--- src/rtl/xgmii_tx_scheduler.sv ---
// Round-robin frame scheduler for a 64-bit XGMII-style transmit lane: start/preamble,
// payload pass-through, terminate insertion and IPG. Optional counters under XGMII_TX_STATS_EN.
module xgmii_tx_scheduler #(
   parameter int NUM_REQ    = 2,
   parameter int DATA_WIDTH = 64,
   parameter int IPG_WORDS  = 1
) (
   input  logic                            clk,
   input  logic                            rst_n,
   input  logic [NUM_REQ-1:0]              req_valid,
   input  logic [NUM_REQ*DATA_WIDTH-1:0]   req_data,
   input  logic [NUM_REQ*4-1:0]            req_keep,
   input  logic [NUM_REQ-1:0]              req_last,
   output logic [NUM_REQ-1:0]              req_ready,
   output logic [DATA_WIDTH-1:0]           data_out,
   output logic [7:0]                      ctrl_out,
   output logic [NUM_REQ-1:0]              grant
`ifdef XGMII_TX_STATS_EN
   ,
   output logic [31:0]                     frame_cnt,
   output logic [15:0]                     underrun_cnt
`endif
);

   typedef enum logic [2:0] {S_IDLE, S_START, S_DATA, S_TERM, S_IPG} state_t;

   localparam int PTR_W = (NUM_REQ > 1) ? $clog2(NUM_REQ) : 1;
   localparam logic [63:0] IDLE_W  = {8{8'h07}};
   localparam logic [63:0] START_W = 64'hD5555555555555FB;
   localparam logic [63:0] ERR_W   = {8{8'hFE}};
   localparam logic [63:0] TERM_W  = 64'h07070707070707FD;

   state_t               r_state, w_state_nxt;
   logic [PTR_W-1:0]     r_rr_ptr, r_gidx, w_win, w_idx, w_ptr_nxt;
   logic                 w_found;
   logic [NUM_REQ-1:0]   r_grant;
   logic [4:0]           r_ipg_cnt;
   logic                 w_ipg_done;
   logic [63:0]          r_data, w_data;
   logic [7:0]           r_ctrl, w_ctrl;
   logic                 w_sel_valid, w_sel_last;
   logic [63:0]          w_sel_data;
   logic [3:0]           w_sel_keep, w_keep_n;
   logic                 w_term, w_underrun;

   // First valid requester at or after the round-robin pointer.
   always_comb begin
      w_found = 1'b0;
      w_win   = '0;
      w_idx   = '0;
      for (int k = 0; k < NUM_REQ; k++) begin
         w_idx = PTR_W'((int'(r_rr_ptr) + k) % NUM_REQ);
         if (!w_found && req_valid[w_idx]) begin
            w_found = 1'b1;
            w_win   = w_idx;
         end
      end
      w_ptr_nxt = (w_win == PTR_W'(NUM_REQ - 1)) ? '0 : w_win + 1'b1;
   end

   always_comb begin
      w_sel_valid = 1'b0;
      w_sel_last  = 1'b0;
      w_sel_data  = '0;
      w_sel_keep  = '0;
      for (int i = 0; i < NUM_REQ; i++) begin
         if (r_gidx == PTR_W'(i)) begin
            w_sel_valid = req_valid[i];
            w_sel_last  = req_last[i];
            w_sel_data  = req_data[DATA_WIDTH*i +: 64];
            w_sel_keep  = req_keep[4*i +: 4];
         end
      end
      w_keep_n = (w_sel_keep == 4'd0 || w_sel_keep > 4'd8) ? 4'd8 : w_sel_keep;
   end

   assign w_ipg_done = (int'(r_ipg_cnt) + 1 >= IPG_WORDS);

   always_comb begin
      w_state_nxt = r_state;
      w_data      = IDLE_W;
      w_ctrl      = 8'hFF;
      w_term      = 1'b0;
      w_underrun  = 1'b0;
      case (r_state)
         S_IDLE: if (w_found) w_state_nxt = S_START;
         S_START: begin
            w_data      = START_W;
            w_ctrl      = 8'h01;
            w_state_nxt = S_DATA;
         end
         S_DATA: begin
            if (!w_sel_valid) begin
               w_data     = ERR_W;
               w_ctrl     = 8'hFF;
               w_underrun = 1'b1;
            end else begin
               w_data = w_sel_data;
               w_ctrl = 8'h00;
               if (w_sel_last) begin
                  if (w_keep_n == 4'd8) begin
                     w_state_nxt = S_TERM;
                  end else begin
                     // Terminate lands in the first unused lane; lanes above pad with idle.
                     for (int j = 0; j < 8; j++) begin
                        if (j == int'(w_keep_n)) begin
                           w_data[8*j +: 8] = 8'hFD;
                           w_ctrl[j]        = 1'b1;
                        end else if (j > int'(w_keep_n)) begin
                           w_data[8*j +: 8] = 8'h07;
                           w_ctrl[j]        = 1'b1;
                        end
                     end
                     w_term      = 1'b1;
                     w_state_nxt = S_IPG;
                  end
               end
            end
         end
         S_TERM: begin
            w_data      = TERM_W;
            w_ctrl      = 8'hFF;
            w_term      = 1'b1;
            w_state_nxt = S_IPG;
         end
         S_IPG: if (w_ipg_done) w_state_nxt = S_IDLE;
         default: w_state_nxt = S_IDLE;
      endcase
   end

   always_ff @(posedge clk or negedge rst_n) begin
      if (!rst_n) begin
         r_state   <= S_IDLE;
         r_rr_ptr  <= '0;
         r_gidx    <= '0;
         r_grant   <= '0;
         r_ipg_cnt <= '0;
         r_data    <= IDLE_W;
         r_ctrl    <= 8'hFF;
      end else begin
         r_state <= w_state_nxt;
         r_data  <= w_data;
         r_ctrl  <= w_ctrl;
         if (r_state == S_IDLE && w_found) begin
            r_gidx   <= w_win;
            r_grant  <= NUM_REQ'(1) << w_win;
            r_rr_ptr <= w_ptr_nxt;
         end
         if (w_state_nxt == S_IPG && r_state != S_IPG) r_grant <= '0;
         if (r_state == S_IPG) r_ipg_cnt <= r_ipg_cnt + 5'd1;
         else                  r_ipg_cnt <= '0;
      end
   end

`ifdef XGMII_TX_STATS_EN
   logic [31:0] r_frame_cnt;
   logic [15:0] r_underrun_cnt;

   always_ff @(posedge clk or negedge rst_n) begin
      if (!rst_n) begin
         r_frame_cnt    <= '0;
         r_underrun_cnt <= '0;
      end else begin
         if (w_term) r_frame_cnt <= r_frame_cnt + 32'd1;
         if (w_underrun && r_underrun_cnt != 16'hFFFF) r_underrun_cnt <= r_underrun_cnt + 16'd1;
      end
   end

   assign frame_cnt    = r_frame_cnt;
   assign underrun_cnt = r_underrun_cnt;
`endif

   assign req_ready = (r_state == S_DATA) ? r_grant : '0;
   assign grant     = r_grant;
   assign data_out  = r_data;
   assign ctrl_out  = r_ctrl;

endmodule

--- config.mk ---
export PLATFORM = sky130hd
export DESIGN_NAME = xgmii_tx_scheduler
export DESIGN_NICKNAME = d
export VERILOG_FILES = /design/src/rtl/xgmii_tx_scheduler.sv
export SDC_FILE = /design/constraint.sdc
export NUM_CORES = 1
export LEC_CHECK = 0
export ABC_AREA = 0
export BUFFER_PORTS_ARGS = -buffer_cell sky130_fd_sc_hd__buf_4
export CAP_MARGIN = 30
export CORE_MARGIN = 2
export CORE_UTILIZATION = 47
export DETAILED_ROUTE_END_ITERATION = 6
export PLACE_DENSITY = 0.92
export SLEW_MARGIN = 20
export SYNTH_ARGS = -nofsm -noshare
export SYNTH_HDL_FRONTEND = slang
export SYNTH_SLANG_ARGS = --single-unit
--- constraint.sdc ---
create_clock -name clk -period 2.45 [get_ports clk]
set_input_delay 0.245 -clock clk [delete_from_list [all_inputs] [get_ports clk]]
set_output_delay 0.245 -clock clk [all_outputs]
set_load 0.03 [all_outputs]
### Yosys cells after proc, flatten, opt, wreduce, memory -nomap -nowiden

Index checks and enable logic that the tools add are counted.
W data, S select, Z words.

* register bits: 84
* latch bits: 0
* RAM bits: 0
* ROM bits: 0
* bits of input ports: 142
* logic and storage cells: 108
* memories: 0

* add/subtract/negate cells: 4
* multiply operators: 0
* divide/modulo/power cells: 0
* $lt $le $gt $ge: 11
* equal/unequal tests: 14
* shift-type cells: 1
* muxes and demuxes: 62
* bitwise operators: 0
* reductions and logical operators: 9

Operators by type and width (count)
* $mux W64: 4
* $pmux W64 S3: 1
* $mux W8: 18
* $mux W1: 26
* $eq A4 B4 Y1 const A: 4
* $gt A3 B4 Y1 const A: 4
* $pmux W8 S2: 1
* $mux W3: 5
* $pmux W3 S5: 1
* $eq A3 B4 Y1 const A: 2
* $gt A2 B4 Y1 const A: 2
* $logic_not A4 Y1: 2
* $mux W4: 2
* $add A5 B1 Y6 const B: 1
* $eq A3 B2 Y1 const B: 2
* $eq A3 B3 Y1 const B: 2
* $ge A6 B1 Y1 const B: 1
* $mux W2: 3
* $add A5 B1 Y5 const B: 1
* $mux W5: 1
* $eq A2 B4 Y1 const A: 1
* $eq A4 B4 Y1 const B: 1
* $gt A1 B4 Y1 const A: 1
* $gt A4 B4 Y1 const B: 1
* other kinds (10): 14

### Longest topological paths before layout

* depth in word-level cells: 12
* mapped depth: 9

### Worst setup path before layout

No wires, ideal clock.

* path kind: register to register
* start: register r_gidx
* end: register r_state[2]
* arrival time: 1.698 ns
* data required time: 2.326 ns
* setup slack: 0.628 ns
* cell stages (with the launch flop): 6
* period minus slack after synthesis: 1.822 ns
* cells stage by stage: dfrtp_1 > buf_6 > mux2_4 > o32ai_2 > o21ai_1 > o21bai_1

* word-level cells in the longest chain between the ends: 9
* elaborated cells between the ends (all ways): 12
* those cells by class: order compare: 1; eq/ne: 1; mux: 8; reduce/logical: 2

Ends and longest elaborated chain
* start: declaration: RTL line 34 `logic [PTR_W-1:0] r_rr_ptr, r_gidx, w_win, w_idx, w_ptr_nxt;`
* start signal: assignment: RTL line 145 `r_gidx <= w_win;`
* $mux W4: RTL line 67 `if (r_gidx == PTR_W'(i)) begin`
* $gt A4 B4 Y1 / $logic_not A4 Y1 (equally long branches): RTL line 74 `w_keep_n = (w_sel_keep == 4'd0 || w_sel_keep > 4'd8) ? 4'd8 : w_sel_keep;`
* $logic_or A1 B1 Y1: RTL line 74
* $mux W4: RTL line 74
* $eq A4 B4 Y1: RTL line 101 `if (w_keep_n == 4'd8) begin`
* $mux W3: RTL line 101
* $mux W3: RTL line 100 `if (w_sel_last) begin`
* $mux W3 (*): RTL line 93 `if (!w_sel_valid) begin`
* $pmux W3 S5 (*): RTL line 85 `case (r_state)`
* named net w_state_nxt[2]: RTL line 33 `state_t r_state, w_state_nxt;`
* end signal: assignment: RTL line 141 `r_state <= w_state_nxt;`
* end: declaration: RTL line 33

Mark *: on every way through the listed nets, which the timed path passes. The rest lies on a longest branch.
A chain may end at the register's enable or synchronous reset.

### Final worst setup path

* start: register r_gidx
* end: register r_data[27] (netlist: data_out[27])

* word-level cells in the longest chain between the ends: 11
* elaborated cells between the ends (all ways): 17
* those cells by class: order compare: 2; eq/ne: 2; mux: 11; reduce/logical: 2

Ends and longest elaborated chain
* $mux W4: RTL line 67
* $gt A4 B4 Y1 / $logic_not A4 Y1 (equally long branches): RTL line 74
* $logic_or A1 B1 Y1: RTL line 74
* $mux W4: RTL line 74
* $gt A2 B4 Y1: RTL line 109 `end else if (j > int'(w_keep_n)) begin`
* $mux W8: RTL line 109
* $mux W8: RTL line 106 `if (j == int'(w_keep_n)) begin`
* $mux W64: RTL line 101
* $mux W64: RTL line 100
* $mux W64 (*): RTL line 93
* $pmux W64 S3 (*): RTL line 85
* named net w_data[27]: RTL line 39 `logic [63:0] r_data, w_data;`
* end signal: assignment: RTL line 142 `r_data <= w_data;`
* end: declaration: RTL line 39

Marked as above.

==> summary.txt <==
Placement
  • Placed instance count: 752
  • Worst slack, placed: 0.204 ns
  • Routability congestion estimate: 0.889
  • Port Buffers: 217
  • Cell area reported after detailed placement: 6270 um2
  • Post-detailed-placement half-perimeter wirelength: 11500 um

Detailed routing
  • Ratio of routed vias to standard cells: 5.70
  • Via count: 4382
  • Total iterations of the first detailed-routing run: 4
  • Starting DRC count in detailed routing: 233
  • Routed wire length per instance: 19.5 um
  • DRC violation count after routing: 0
  • Drt total wl: 15000 um
  • Antenna viol nets, final: 0

Floorplanning
  • Initial standard-cell utilization of the core: 0.484
  • Horiz. Die Dim: 102 um
  • Area of the core: 9240 um2
  • DIE AREA: 10300 um2
  • Standard-cell rows: 35
  • Number of primary I/O pins: 218
  • Die boundary height: 102 um

Worst setup path
  • Arrival @ worst endpoint: 2.47 ns
  • Type of origin of the critical path: register
  • Cell family with the largest share of critical-path delay: simple AND/OR/NAND/NOR gates
  • Critical Path End Type: register
  • Register-to-Register Setup Slack: 0.17 ns
  • Worst EP required: 2.65 ns
  • Crit Reg-Reg Startpoint: r_gidx
  • Slowest stage cell, crit path: dfrtp_4
  • Max Fanout on Critical Path: 36
  • Critical path class: reg2reg
  • RR Endpoint: data_out[27]
  • Peak per-stage delay on the critical path: 0.73 ns
  • Ordered list of cells on the worst path: nor3b_4 > o2111ai_2 > nor3_1 > a221oi_1
  • Reg2Reg Depth: 4
  • CP startpoint: r_gidx
  • Crit path buf inv count: 0

Timing
  • Maximum frequency from static timing analysis: 439 MHz
  • Number of slew-limit violations in the final report: 0
  • Final setup violation count: 0
  • Headroom to the max-slew limit: 0.355
  • Worst setup skew after layout: 0.0144 ns
  • Aggregate negative setup slack: 0 ns
  • Setup repair after global routing missed its margin: false
  • PnR worst setup slack: 0.171 ns
  • Ratio of final minimum period to clock period: 0.930
  • Worst hold slack across all endpoints: 0.104 ns
  • Count of endpoints failing hold in the final timing report: 0
  • Post-route minimum period: 2.28 ns
  • Measured slew at the worst slew-check pin: 0.963 ns

Synthesis
  • Top cells by area, synth: dfrtp_1 (29%), dfstp_2 (19%), mux2i_1 (9.6%)
  • Fraction of the mapped netlist area in compound gates: 0.195
  • Cell accounting for the most synthesized area: dfrtp_1
  • Synth Warn #: 0
  • Most used DFF post-synth: dfrtp_1
  • Combinational family with the most area after synthesis: compound AO/OA/AOI/OAI gates
  • Mapped Area: 4470 um2
  • Portion of synthesized cell area occupied by the leading cell type: 0.291
  • Share of synthesized area occupied by flip-flops and latches: 0.479
  • Post-synthesis mux area share: 0.146
  • Fraction of registers with async set/reset: 1.00
  • Basic-gate share of the synthesized area counting and, or, nand and nor cells: 0.129
  • Unique cell type count in the Yosys netlist: 64
  • Post-Synth XOR/XNOR Area: 0.00784
  • Average cell area after synthesis: 10.8 um2
  • Synthesized-area fraction occupied by adder cells: 0.00560
  • #FFs+latches synth: 84
  • Post-synthesis instance total: 413
  • Number of synthesized flops with an enable pin: 0
  • Nets in the synthesized netlist: 557

Global routing
  • Number of global-route vias before repair: 4434
  • Overflow left after global routing: 0
  • Maximum number of pins on one net before global-route repair: 48
  • Routing usage on met2: 0.491
  • Global routing usage on met1: 0.355
  • Global route hottest layer: met2
  • Antenna violations before repair: 0
  • Met3 capacity usage during global routing: 0.0324
  • Total routing resource utilization after global routing: 0.283
  • First-pass GRT wire length: 22400 um

Outcome
  • Outcome: completed

Hold path
  • Start point of the worst min-delay path: req_data[10]
  • Terminating pin of the worst hold path: data_out[10]
  • Hold Crit Depth: 3
  • Worst Hold Class: in2reg

Clocking
  • Clock tree from TritonCTS: done
  • Clk pin slew, worst setup/hold paths: 0.10 ns
  • Post-CTS Setup Repair Bufs: 0
  • CTS-repair resized insts: 0
  • Clock latency at the later pin of the worst-skew pair: 0.35 ns
  • H-Tree Depth: 3
  • Root buf cell: clkbuf_8
  • Number of clock buffers inserted by TritonCTS: 9
  • Max clock buf depth: 2
  • TritonCTS Sinks: 84

Final layout
  • Final design utilization: 0.699
  • Synthesis-to-layout area growth: 44.4%
  • Diode insertion count for antenna repair: 0
  • Fraction of final layout cells sized beyond drive strength 1: 0.502
  • Final cell count without fillers: 769
  • Final instance area: 6460 um2
  • Number of nets in the finished design: 779

Power
  • Reported leakage power: 3.05 nW
  • Cell Pwr Density: 1290 nW/um2
  • Overall power of the completed layout: 8.32 mW
  • Largest vdd supply drop: 0.656 mV

Flow run
  • Max-cap check violation count: 0
==> power breakdown <==
part | switching, mW | total [mW] | leakage (nW) | internal (mW)
Sequential | 0.365 | 2.50 | 1.00 | 2.14
Clock | 0.519 | 0.890 | 0.0792 | 0.371
Combinational | 3.06 | 4.93 | 1.97 | 1.87
==> Yosys cell counts (3+ instances only) <==
cell type  count
buf_2          9
nor3b_1        3
nand2_1       29
o211ai_1       6
o31ai_1       11
a31oi_1        9
nor2b_1       11
o21ai_0       26
inv_1          5
dfrtp_1       52
mux2i_1       43
a21oi_1       33
clkbuf_1      10
or3b_2         4
nor2_1        15
mux2_2        17
nand3_1       13
nor3_1         4
dfstp_2       32
a221oi_1       5
a211oi_1      12
and2_1         3
o22a_1         3
o21a_1         3
==> cell usage in the layout, fill, tap and decap left out, types with 4 or more instances in the layout <==
cell type     n
buf_4       234
a221oi_1      5
nor2b_1      11
o21ai_0      26
mux2i_1      42
o211ai_1      6
a211oi_1     12
clkinvlp_4    4
dfstp_2      32
o31ai_1      11
mux2_2       17
nand2_1      29
nor2_1       15
clkbuf_8      9
dfrtp_1      51
nor3_1        4
inv_1         5
a31oi_1       9
or3b_2        4
a21oi_1      33
nand3_1      13
==> worst max path at each step <==
stage                         to  slack [ns]  cells past startpoint
floorplan             r_state[2]        0.63                      5
global placement    data_out[53]        0.22                      5
detailed placement  data_out[53]        0.20                      5
CTS                 data_out[53]        0.18                      5
global route        data_out[27]        0.02                      4
finish              data_out[27]        0.17                      4
==> metal layers <==
| metal | up-vias | share of wire |
|---|---|---|
| li1 | 1997 | - |
| met1 | 2130 | 0.39 |
| met2 | 227 | 0.51 |
| met3 | 28 | 0.071 |
| met4 | 0 | 0.023 |
| met5 | - | 0 |
==> flip-flops by register name, indices dropped and copies added, names as in the netlist <==
signal	count
ctrl_out	8
data_out	64
grant	2
r_gidx	1
r_ipg_cnt	5
r_rr_ptr	1
r_state	3
==> cells by family after synthesis <==
family                     after synthesis
AOI/OAI and AO/OA                      128
xor gates and xnor gates                 4
buffers and inverters                   30
adders and majority gates                2
muxes                                   62
DFF                                     84
and+or+nand+nor                        103
==> cell type report <==
cell class              count  area, um2
flip-flops and latches     84       2150
well taps                 129        161
inverters                   5       18.8
multi-input cells         299       2170
repair buffers            236       1790
clock buffers               9        124
fillers                   681       2780
clock inverters             7       51.3
==> worst register-to-register path, delay by kind of cell, from the launching register on <==
family	cells	cell delay, ns
and+or+nand+nor	2	0.94
DFF	1	0.73
AOI/OAI and AO/OA	2	0.47
==> what timing repair did <==
item / CTS / global route
hold buffers: 1 / 0
hold endpoints to repair: 19 / 0
setup endpoints to repair: 0 / 0
No activity file was read; power rests on OpenSTA's default activity.
